[src/rtl/uart_frame_packer.sv]
// Purpose : snapshots NUM_CH width/period measurements on a frame trigger and
//           serialises header, per-channel records and an optional checksum
//           LSB-first into bytes for the UART TX FIFO.
// Latency : first header byte strobes two cycles after the trigger cycle,
//           then one byte per cycle while the FIFO has room.
// Backpressure: while tx_fifo_usedw >= FIFO_THR nothing is written and the
//           whole frame state holds; triggers arriving while busy are dropped
//           and counted as overruns.
//
// Ports:
//   clk, rst (async, active-low)   clock / reset
//   ena, frame_start, frame_cnt    trigger enable, trigger pulse, sequence number
//   ch_mask, width_bus, period_bus channel enables and packed measurements
//   tx_fifo_wen/wdata/usedw        FIFO write strobe, data and fill level
//   busy, overrun, overrun_cnt     status and dropped-trigger accounting

module uart_frame_packer #(
   parameter int          NUM_CH   = 12,
   parameter int          MEAS_W   = 32,
   parameter logic [31:0] HEAD     = 32'h7FFF7FFF,
   parameter int          FIFO_AW  = 12,
   parameter int          FIFO_THR = 2000,
   parameter bit          CKSUM_EN = 1'b1
) (
   input  logic                     clk,
   input  logic                     rst,
   input  logic                     ena,
   input  logic                     frame_start,
   input  logic [15:0]              frame_cnt,
   input  logic [NUM_CH-1:0]        ch_mask,
   input  logic [NUM_CH*MEAS_W-1:0] width_bus,
   input  logic [NUM_CH*MEAS_W-1:0] period_bus,
   output logic                     tx_fifo_wen,
   output logic [7:0]               tx_fifo_wdata,
   input  logic [FIFO_AW-1:0]       tx_fifo_usedw,
   output logic                     busy,
   output logic                     overrun,
   output logic [7:0]               overrun_cnt
);

   localparam int MB   = MEAS_W / 8;
   localparam int CH_W = $clog2(NUM_CH + 1);
   localparam int BI_W = 4;   // byte index within header (0..6) or record (0..2*MB)

   typedef enum logic [1:0] {S_IDLE, S_HDR, S_CH, S_SUM} state_t;

   state_t                     r_state;
   logic [NUM_CH*MEAS_W-1:0]   r_wsnap;
   logic [NUM_CH*MEAS_W-1:0]   r_psnap;
   logic [NUM_CH-1:0]          r_mask;
   logic [15:0]                r_fcnt;
   logic [7:0]                 r_cksum;
   logic [BI_W-1:0]            r_bidx;
   logic [CH_W-1:0]            r_ch;
   logic                       r_wen;
   logic [7:0]                 r_wdata;
   logic                       r_busy;
   logic                       r_ovr;
   logic [7:0]                 r_ocnt;

   logic                       w_space;
   logic [7:0]                 w_nen;
   logic                       w_cur_en;
   logic                       w_last_ch;
   logic                       w_rec_last;
   logic                       w_adv;
   logic [MEAS_W-1:0]          w_wfield;
   logic [MEAS_W-1:0]          w_pfield;
   logic [MEAS_W-1:0]          w_fld;
   logic [BI_W-1:0]            w_off;
   logic [7:0]                 w_fbyte;
   logic [7:0]                 w_byte;

   always_comb begin
      w_space    = tx_fifo_usedw < FIFO_AW'(FIFO_THR);
      w_nen      = 8'($countones(r_mask));
      w_cur_en   = 1'(r_mask >> r_ch);
      w_last_ch  = (r_ch == CH_W'(NUM_CH - 1));
      w_rec_last = (r_bidx == BI_W'(2 * MB));
      // A channel is finished either because it is masked off (skipped in
      // one cycle) or because its last record byte goes out this cycle.
      w_adv      = (r_state == S_CH) && (!w_cur_en || w_rec_last);

      w_wfield   = MEAS_W'(r_wsnap >> (32'(r_ch) * MEAS_W));
      w_pfield   = MEAS_W'(r_psnap >> (32'(r_ch) * MEAS_W));

      // Record layout: index byte, MB width bytes, MB period bytes.
      if (r_bidx <= BI_W'(MB)) begin
         w_fld = w_wfield;
         w_off = r_bidx - BI_W'(1);
      end else begin
         w_fld = w_pfield;
         w_off = r_bidx - BI_W'(MB) - BI_W'(1);
      end
      w_fbyte = 8'(w_fld >> (32'(w_off) * 8));

      w_byte = 8'h00;
      case (r_state)
         S_HDR: begin
            case (r_bidx)
               4'd0:    w_byte = HEAD[7:0];
               4'd1:    w_byte = HEAD[15:8];
               4'd2:    w_byte = HEAD[23:16];
               4'd3:    w_byte = HEAD[31:24];
               4'd4:    w_byte = r_fcnt[7:0];
               4'd5:    w_byte = r_fcnt[15:8];
               default: w_byte = w_nen;
            endcase
         end
         S_CH:    w_byte = (r_bidx == '0) ? 8'(r_ch) : w_fbyte;
         S_SUM:   w_byte = r_cksum;
         default: w_byte = 8'h00;
      endcase
   end

   always_ff @(posedge clk or negedge rst) begin
      if (!rst) begin
         r_state <= S_IDLE;
         r_wsnap <= '0;
         r_psnap <= '0;
         r_mask  <= '0;
         r_fcnt  <= '0;
         r_cksum <= '0;
         r_bidx  <= '0;
         r_ch    <= '0;
         r_wen   <= 1'b0;
         r_wdata <= '0;
         r_busy  <= 1'b0;
         r_ovr   <= 1'b0;
         r_ocnt  <= '0;
      end else begin
         r_wen <= 1'b0;
         r_ovr <= 1'b0;
         // busy trails the state by one cycle so it stays high while the
         // final byte's strobe is on the bus; a trigger in that cycle drops.
         r_busy <= (r_state != S_IDLE);

         if (frame_start && ena) begin
            if (r_busy) begin
               r_ovr <= 1'b1;
               if (r_ocnt != 8'hFF) begin
                  r_ocnt <= r_ocnt + 8'd1;
               end
            end else if (r_state == S_IDLE) begin
               r_wsnap <= width_bus;
               r_psnap <= period_bus;
               r_mask  <= ch_mask;
               r_fcnt  <= frame_cnt;
               r_cksum <= '0;
               r_bidx  <= '0;
               r_ch    <= '0;
               r_state <= S_HDR;
               r_busy  <= 1'b1;
            end
         end

         if (w_space) begin
            case (r_state)
               S_HDR: begin
                  r_wen   <= 1'b1;
                  r_wdata <= w_byte;
                  // The four fixed header bytes are excluded from the sum.
                  if (r_bidx >= BI_W'(4)) begin
                     r_cksum <= r_cksum + w_byte;
                  end
                  if (r_bidx == BI_W'(6)) begin
                     r_bidx  <= '0;
                     r_ch    <= '0;
                     r_state <= S_CH;
                  end else begin
                     r_bidx <= r_bidx + BI_W'(1);
                  end
               end
               S_CH: begin
                  if (w_cur_en) begin
                     r_wen   <= 1'b1;
                     r_wdata <= w_byte;
                     r_cksum <= r_cksum + w_byte;
                     r_bidx  <= w_rec_last ? '0 : r_bidx + BI_W'(1);
                  end
                  if (w_adv) begin
                     if (w_last_ch) begin
                        r_state <= CKSUM_EN ? S_SUM : S_IDLE;
                     end else begin
                        r_ch <= r_ch + CH_W'(1);
                     end
                  end
               end
               S_SUM: begin
                  r_wen   <= 1'b1;
                  r_wdata <= r_cksum;
                  r_state <= S_IDLE;
               end
               default: ;
            endcase
         end
      end
   end

   assign tx_fifo_wen   = r_wen;
   assign tx_fifo_wdata = r_wdata;
   assign busy          = r_busy;
   assign overrun       = r_ovr;
   assign overrun_cnt   = r_ocnt;

endmodule

[config.mk]
export PLATFORM = sky130hd
export DESIGN_NAME = uart_frame_packer
export DESIGN_NICKNAME = d
export VERILOG_FILES = /design/src/rtl/uart_frame_packer.sv
export SDC_FILE = /design/constraint.sdc
export NUM_CORES = 2
export LEC_CHECK = 0
export ABC_CLOCK_PERIOD_IN_PS = 7070
export CELL_PAD_IN_SITES_DETAIL_PLACEMENT = 1
export CELL_PAD_IN_SITES_GLOBAL_PLACEMENT = 1
export CORE_ASPECT_RATIO = 1.1
export CORE_MARGIN = 2
export CORE_UTILIZATION = 32
export DETAILED_ROUTE_END_ITERATION = 6
export GPL_TIMING_DRIVEN = 0
export PLACE_DENSITY_LB_ADDON = 0.25
export SYNTH_ARGS = -nofsm -noshare
export SYNTH_HDL_FRONTEND = slang
export SYNTH_SLANG_ARGS = --single-unit
[constraint.sdc]
create_clock -name clk -period 7.07 [get_ports clk]
set_input_delay 0.707 -clock clk [delete_from_list [all_inputs] [get_ports clk]]
set_output_delay 0.707 -clock clk [all_outputs]
set_load 0.03 [all_outputs]
== After elaboration in Yosys (flattened, before gate mapping) ==
Cells that the tools add are included.

* Add/subtract/negate cells: 18
* $lt $le $gt $ge: 3
* Eq/ne operators: 13
* Shift operators: 4
* Muxes and demuxes: 46
* Bitwise operators: 1
* Reductions and logical operators: 14

{| class="wikitable"
|+ Operator list
! operator !! count
|-
| 384-bit by 9-bit right shift with 32-bit output || 2
|-
| 8-bit two-way mux || 8
|-
| 4-bit two-way mux || 15
|-
| 8-bit one-hot mux with 3 select lines || 2
|-
| 32-bit two-way mux || 1
|-
| 8-bit one-hot mux with 4 select lines || 1
|-
| 32-bit by 7-bit right shift with 8-bit output || 1
|-
| 4-bit one-hot mux with 2 select lines || 2
|-
| 8-bit one-hot mux with 2 select lines || 1
|-
| 2-bit two-way mux || 7
|-
| 1-bit by 1-bit adder with 2-bit output || 6
|-
| 4-bit by 3-bit equality test with 1-bit output, second input constant || 3
|-
| 12-bit by 11-bit < comparator with 1-bit output, second input constant || 1
|-
| 12-bit by 4-bit right shift with 1-bit output || 1
|-
| 2-bit by 2-bit adder with 3-bit output || 3
|-
| 3-bit AND reduction || 3
|-
| 4-bit by 1-bit adder with 4-bit output, second input constant || 2
|-
| 8-bit by 1-bit adder with 8-bit output, second input constant || 1
|-
| 8-bit adder || 1
|-
| 4-bit by 2-bit equality test with 1-bit output, second input constant || 2
|-
| 4-bit equality test, second input constant || 2
|-
| 8-bit != test, second input constant || 1
|-
| 4-bit by 1-bit subtractor with 4-bit output, second input constant || 2
|-
| 1-bit two-way mux || 7
|-
| other kinds (20) || 24
|}

* Register bits after elaboration: 833
* Word-level logic and storage cells: 112

== Longest topological paths before layout ==
* Depth in word-level cells: 10
* Gate-level depth with buffers: 28
* Mapped depth without buffers: 22

== Worst setup path before layout ==
OpenSTA, ideal clock, no wires.

* Kind: register to register
* Start: register r_mask[5]
* End: register r_cksum[7]
* Data arrival time: 5,261 ps
* Slack: 1,730 ps
* Cell stages (with the launch flop): 23
* Path buffers: 0
* Clock period less this slack: 5,340 ps
* Path through: dfrtp_1 -> fa_1 -> inv_1 -> fa_1 -> fa_1 -> fa_1 -> inv_1 -> ha_1 -> fa_1 -> nor2_1 -> nor3_1 -> a221oi_1 -> and3_1 -> nor2_1 -> ha_1 -> a21o_1 -> a21oi_1 -> o21bai_1 -> a21oi_1 -> o21ai_0 -> and3_1 -> o32a_1 -> mux2i_1

* Cells in the longest elaborated chain, start to end: 10
* Elaborated cells on any way between the ends: 12

{| class="wikitable"
|+ RTL lines
! what !! line !! RTL
|-
| from (decl) || 50 || <nowiki>logic [NUM_CH-1:0] r_mask;</nowiki>
|-
| from (signal assigned) || 147 || <nowiki>r_mask <= ch_mask;</nowiki>
|-
| 1-bit by 1-bit adder with 2-bit output (not written as such) || 76 || <nowiki>w_nen = 8'($countones(r_mask));</nowiki>
|-
| 2-bit by 2-bit adder with 3-bit output (not written as such) || 76 ||
|-
| 3-bit by 3-bit adder with 4-bit output (not written as such) || 76 ||
|-
| 4-bit by 3-bit adder with 5-bit output (not written as such) || 76 ||
|-
| 8-bit one-hot mux with 4 select lines || 100 || <nowiki>case (r_bidx)</nowiki>
|-
| 8-bit one-hot mux with 3 select lines || 98 || <nowiki>case (r_state)</nowiki>
|-
| 8-bit adder || 164, 178 ||
|-
| 8-bit two-way mux (on tied branches) || 175, 163 ||
|-
| 8-bit one-hot mux with 2 select lines * || 158 || <nowiki>case (r_state)</nowiki>
|-
| 8-bit two-way mux * || 157 || <nowiki>if (w_space) begin</nowiki>
|-
| to (signal assigned) || 164 || <nowiki>r_cksum <= r_cksum + w_byte;</nowiki>
|-
| to (signal assigned) || 178 || <nowiki>r_cksum <= r_cksum + w_byte;</nowiki>
|-
| to (decl) || 52 || <nowiki>logic [7:0] r_cksum;</nowiki>
|}

Mark *: on every way between the ends. The rest lies on a longest branch, timed or not.
A chain may end at the register's enable or synchronous reset.

== Worst setup path after layout ==
* Start: register r_ch[0]
* End: register r_cksum[7]

* Cells in the longest elaborated chain, start to end: 9
* Elaborated cells on any way between the ends: 12

{| class="wikitable"
|+ RTL lines
! what !! line !! RTL
|-
| from (decl) || 54 || <nowiki>logic [CH_W-1:0] r_ch;</nowiki>
|-
| from (signal assigned) || 185 || <nowiki>r_ch <= r_ch + CH_W'(1);</nowiki>
|-
| 384-bit by 9-bit right shift with 32-bit output (on tied branches) || 85, 84 ||
|-
| 32-bit two-way mux || 88 || <nowiki>if (r_bidx <= BI_W'(MB)) begin</nowiki>
|-
| 32-bit by 7-bit right shift with 8-bit output || 95 || <nowiki>w_fbyte = 8'(w_fld >> (32'(w_off) * 8));</nowiki>
|-
| 8-bit two-way mux || 110 || <nowiki>S_CH: w_byte = (r_bidx == '0) ? 8'(r_ch) : w_fbyte;</nowiki>
|-
| 8-bit one-hot mux with 3 select lines || 98 ||
|-
| 8-bit adder || 164, 178 ||
|-
| 8-bit two-way mux (on tied branches) || 175, 163 ||
|-
| 8-bit one-hot mux with 2 select lines * || 158 ||
|-
| 8-bit two-way mux * || 157 ||
|}

Marked as above.

==> results.md <==
* Status: completed
* Async S/R FF share, synth at 100%
* H-Tree Depth at 3
* Reg2reg setup slack at 0.08 ns
* Syn_nets at 5137
* Mapped Area at 0.0389 mm2
* Syn Inst Count at 4295
* Worst Setup End Kind: flip-flop
* First-pass GRT wire length at 285 mm
* Hold Crit Start: r_psnap[82]
* GRT overflow at 0
* Crit path kind: flip-flop to flip-flop
* TritonRoute pass-1 iters at 6
* Power per cell area at 386 mW/mm2
* Top-Level Pins at 831
* Post-Syn Area per Cell at 9.05 um2
* Cell variety after synth at 68
* Clock Skews at 0.0248 ns
* Post-synthesis compound-gate area fraction at 4.90%
* GRT busiest layer: met2
* DRC viols at 0
* Number of synthesized register bits at 833
* Largest net degree at the start of global routing at 109
* Largest family of logic cells by synthesized area: simple AND/OR/NAND/NOR gates
* CP arrival at 7.59 ns
* Fin crit share at 98.8%
* # fillers at 13965
* Hold EP: r_psnap[82]
* Maxcap violations at 0
* Initial drt markers at 3005
* HP Class: flip-flop to flip-flop
* TritonCTS buffer count at 96
* Vias in the first global route at 38644
* Number of synthesized flops with an enable pin at 0
* Clock latency on the worst-skew pair at 0.70 ns
* Power Total at 0.0204 W
* Yosys warns at 0
* Vias/cell at 5.28
* Clk root buf: clkbuf_16
* Relative slew slack at 5.91%
* CP required at 7.68 ns
* Die Y at 370 um
* Die area at 0.124 mm2
* Met2 usage at 53.9%
* Met3 Resource Use GR at 6.17%
* Setup bufs post-CTS at 0
* Critical path fanouts, max at 10
* GR Util All Layers at 32.9%
* RSZ-0062 raised after global routing: false
* Synth Flop Type: dfrtp_1
* R2r startpoint: r_ch[0]
* Fin nets at 6069
* Seq/Total Area, Yosys at 53.6%
* Max Freq at 143 MHz
* Core area at 0.121 mm2
* Final Hold Fails at 0
* Initial antenna violation count at 27
* Min Clock Period, post-route at 6.99 ns
* Worst setup SP type: flip-flop
* Worst-case reg-to-reg path depth at 19
* Post-DRT Antenna Nets at 0
* Max-slew violation count at 0
* Post-Synth Adder-Cell Area at 1.12%
* Multiplexer area fraction after synthesis at 10.5%
* DR WL/cell at 29.8 um
* Final Setup Violations at 0
* VDD IR max at 182 uV
* M1 GR Usage at 41.4%
* Area of the multi-input gates at 0.0167 mm2
* Gp weighted congestion at 0.958
* Sequential cell area at 0.0208 mm2
* Via count at 36733
* Port Buf Inserts at 826
* Initial core utilization at 32.2%
* Simple-Gate Fraction of Synth Area at 26.0%
* Area share of xor/xnor cells in the synthesized design at 0.293%
* Dpl hpwl at 161 mm
* Layout cells sized above 1 at 7.38%
* Routed WL at 207 mm
* Critical R2R Capture: r_cksum[7]
* Finished Core Util at 43.7%
* Leakage power at 25.4 nW
* Chip Width at 336 um
* Clock Path Buffers at 3
* WHS Path Cells at 2
* Sink Count at 833
* Clk slew on worst S/H paths at 0.06 ns
* Area Growth Syn to Fin at 36.1%
* # rows at 134
* Tightest Pin Transition at 1.41 ns
* CTS tree: built
-- layer usage --
layer | vias up | share of wire (%)
li1 | 15810 | -
met3 | 405 | 7.3
met4 | 16 | 5.5
met5 | - | 0.053
met1 | 18876 | 39
met2 | 1626 | 48
-- state kept, by name, summed over array words and instances, names as in the netlist, 2 cells and up --
name / cells
r_cksum: 8
r_psnap: 384
tx_fifo_wdata: 8
r_state: 2
r_fcnt: 16
r_ch: 4
r_mask: 12
r_bidx: 4
r_wsnap: 384
overrun_cnt: 8
-- final cells by class --
| cell class | instances | share of cell area [%] |
|---|---|---|
| multi-input cells | 3160 | 31.6 |
| inverters | 28 | 0.199 |
| repair buffers | 836 | 16.1 |
| clock buffers | 139 | 5.37 |
| plain buffers | 272 | 2.38 |
| clock inverters | 42 | 1.00 |
| flip-flops and latches | 833 | 39.4 |
| diodes | 16 | 0.0757 |
| well taps | 1632 | 3.86 |
-- timing repair --
action / in CTS / in global routing
hold buffers: 1 / 0
endpoints found under the setup margin: 7 / 1
hold endpoints to repair: 55 / 0
gates resized for setup: 6 / 8
-- power breakdown --
part | internal [W] | switching (W) | total, W
Combinational | 0.00275 | 0.00391 | 0.00666
Clock | 0.00317 | 0.00222 | 0.00538
Sequential | 0.00693 | 0.00144 | 0.00837
Total | 0.0129 | 0.00756 | 0.0204
-- critical path, stage by stage (launching register included) --
cell and delay [ns]:
dfrtp_1 0.35, buf_2 0.43, buf_2 0.52, buf_2 0.63, clkbuf_2 0.57, clkbuf_2 0.67, mux4_2 0.54, a221oi_2 0.62
o21ai_0 0.40, nand3_1 0.24, a31oi_1 0.10, ha_1 0.25, a21o_1 0.20, a21oi_1 0.21, o21bai_1 0.10, a21oi_1 0.23
o21ai_0 0.17, and3_1 0.22, o32a_1 0.28, mux2i_1 0.14
-- worst max path at each step --
stage                     startpoint           end  slack [ns]  cells after the start
after floorplan            r_mask[5]    r_cksum[7]        1.73                     22
after global placement           rst  r_psnap[245]      -34.28                      1
after detailed placement     r_ch[0]    r_cksum[7]       -0.90                     19
after CTS                    r_ch[1]    r_cksum[7]        0.09                     18
after global routing         r_ch[0]    r_cksum[7]        0.03                     18
final                        r_ch[0]    r_cksum[7]        0.08                     19
-- cells by family (layout without fill, tap and decap cells) --
kind of cell,count (synthesis),in the layout
other,0,16
flip-flops,833,833
AO/OA/AOI/OAI,277,277
adder cells (fa/ha/maj),30,30
XOR/XNOR,13,13
AND/OR/NAND/NOR,2634,2634
multiplexers,206,206
buffers and inverters,302,1317
-- synth_stat cells, types with 3 or more instances --
cell type / count / share of area [%]
o211ai_1: 12 / 0.23
or2_2: 3 / 0.048
a211oi_1: 10 / 0.19
xor2_1: 7 / 0.16
ha_1: 22 / 0.71
a21o_1: 4 / 0.077
nor2b_1: 15 / 0.24
o311ai_0: 4 / 0.090
mux4_1: 18 / 1.2
nor2_1: 49 / 0.47
a32o_1: 5 / 0.13
a221oi_1: 35 / 0.79
buf_8: 4 / 0.15
mux2i_1: 30 / 0.77
o21ai_0: 67 / 0.86
buf_6: 10 / 0.29
inv_1: 25 / 0.24
and2_1: 3 / 0.048
and3_1: 8 / 0.13
buf_4: 8 / 0.15
buf_1: 10 / 0.097
fa_1: 8 / 0.41
o221ai_1: 12 / 0.27
xnor2_1: 6 / 0.14
a32oi_1: 5 / 0.11
nand4_1: 11 / 0.18
o22ai_1: 12 / 0.19
dfrtp_1: 833 / 54
o31ai_1: 7 / 0.14
nor4_1: 3 / 0.048
mux2_2: 21 / 0.61
buf_12: 3 / 0.15
nand3_1: 32 / 0.41
nand2b_1: 6 / 0.097
mux4_2: 136 / 7.9
a22oi_1: 15 / 0.29
a22o_1: 9 / 0.20
clkinv_1: 3 / 0.029
o21ai_1: 6 / 0.077
clkbuf_1: 225 / 2.2
a31oi_1: 23 / 0.37
buf_2: 13 / 0.17
a21oi_1: 31 / 0.40
nor3_1: 11 / 0.14
nand2_1: 2484 / 24
-- layout by cell type (no fill, tap or decap), drive strengths merged, types with 6 or more instances in the layout --
cell type and n:
nor2 50, xnor2 6, clkinv 28, a22oi 15, clkbuf 366, and3 8
mux4 155, o22ai 12, nand2b 6, o211ai 12, diode 16, nand4 11
a21oi 31, a211oi 10, nor3 11, o21ai 73, a221oi 35, o221ai 12
a31oi 23, dfrtp 833, nand2 2484, inv 29, nor2b 16, nand3 32
clkdlybuf4s50 825, o31ai 7, ha 22, fa 8, mux2i 30, buf 54
mux2 21, bufinv 10, a22o 9, xor2 7
-- metrics by stage --
step | cell area, um2 | std cells | setup TNS [ns] | setup slack (ns) | hold WS, ns
after detailed placement | 49400 | 6762 | -2.66 | -0.898 | 0.455
after global placement | 49200 | 6753 | - | -34.28 | 0.449
after CTS | 52800 | 6942 | 0 | 0.0895 | 0.470
after floorplan | 38900 | 4295 | 0 | 1.73 | 0.411
after global routing | 52900 | 6951 | 0 | 0.0253 | 0.487
final | 52900 | 6958 | 0 | 0.0849 | 0.468
No activity file was read; power rests on OpenSTA's default activity.
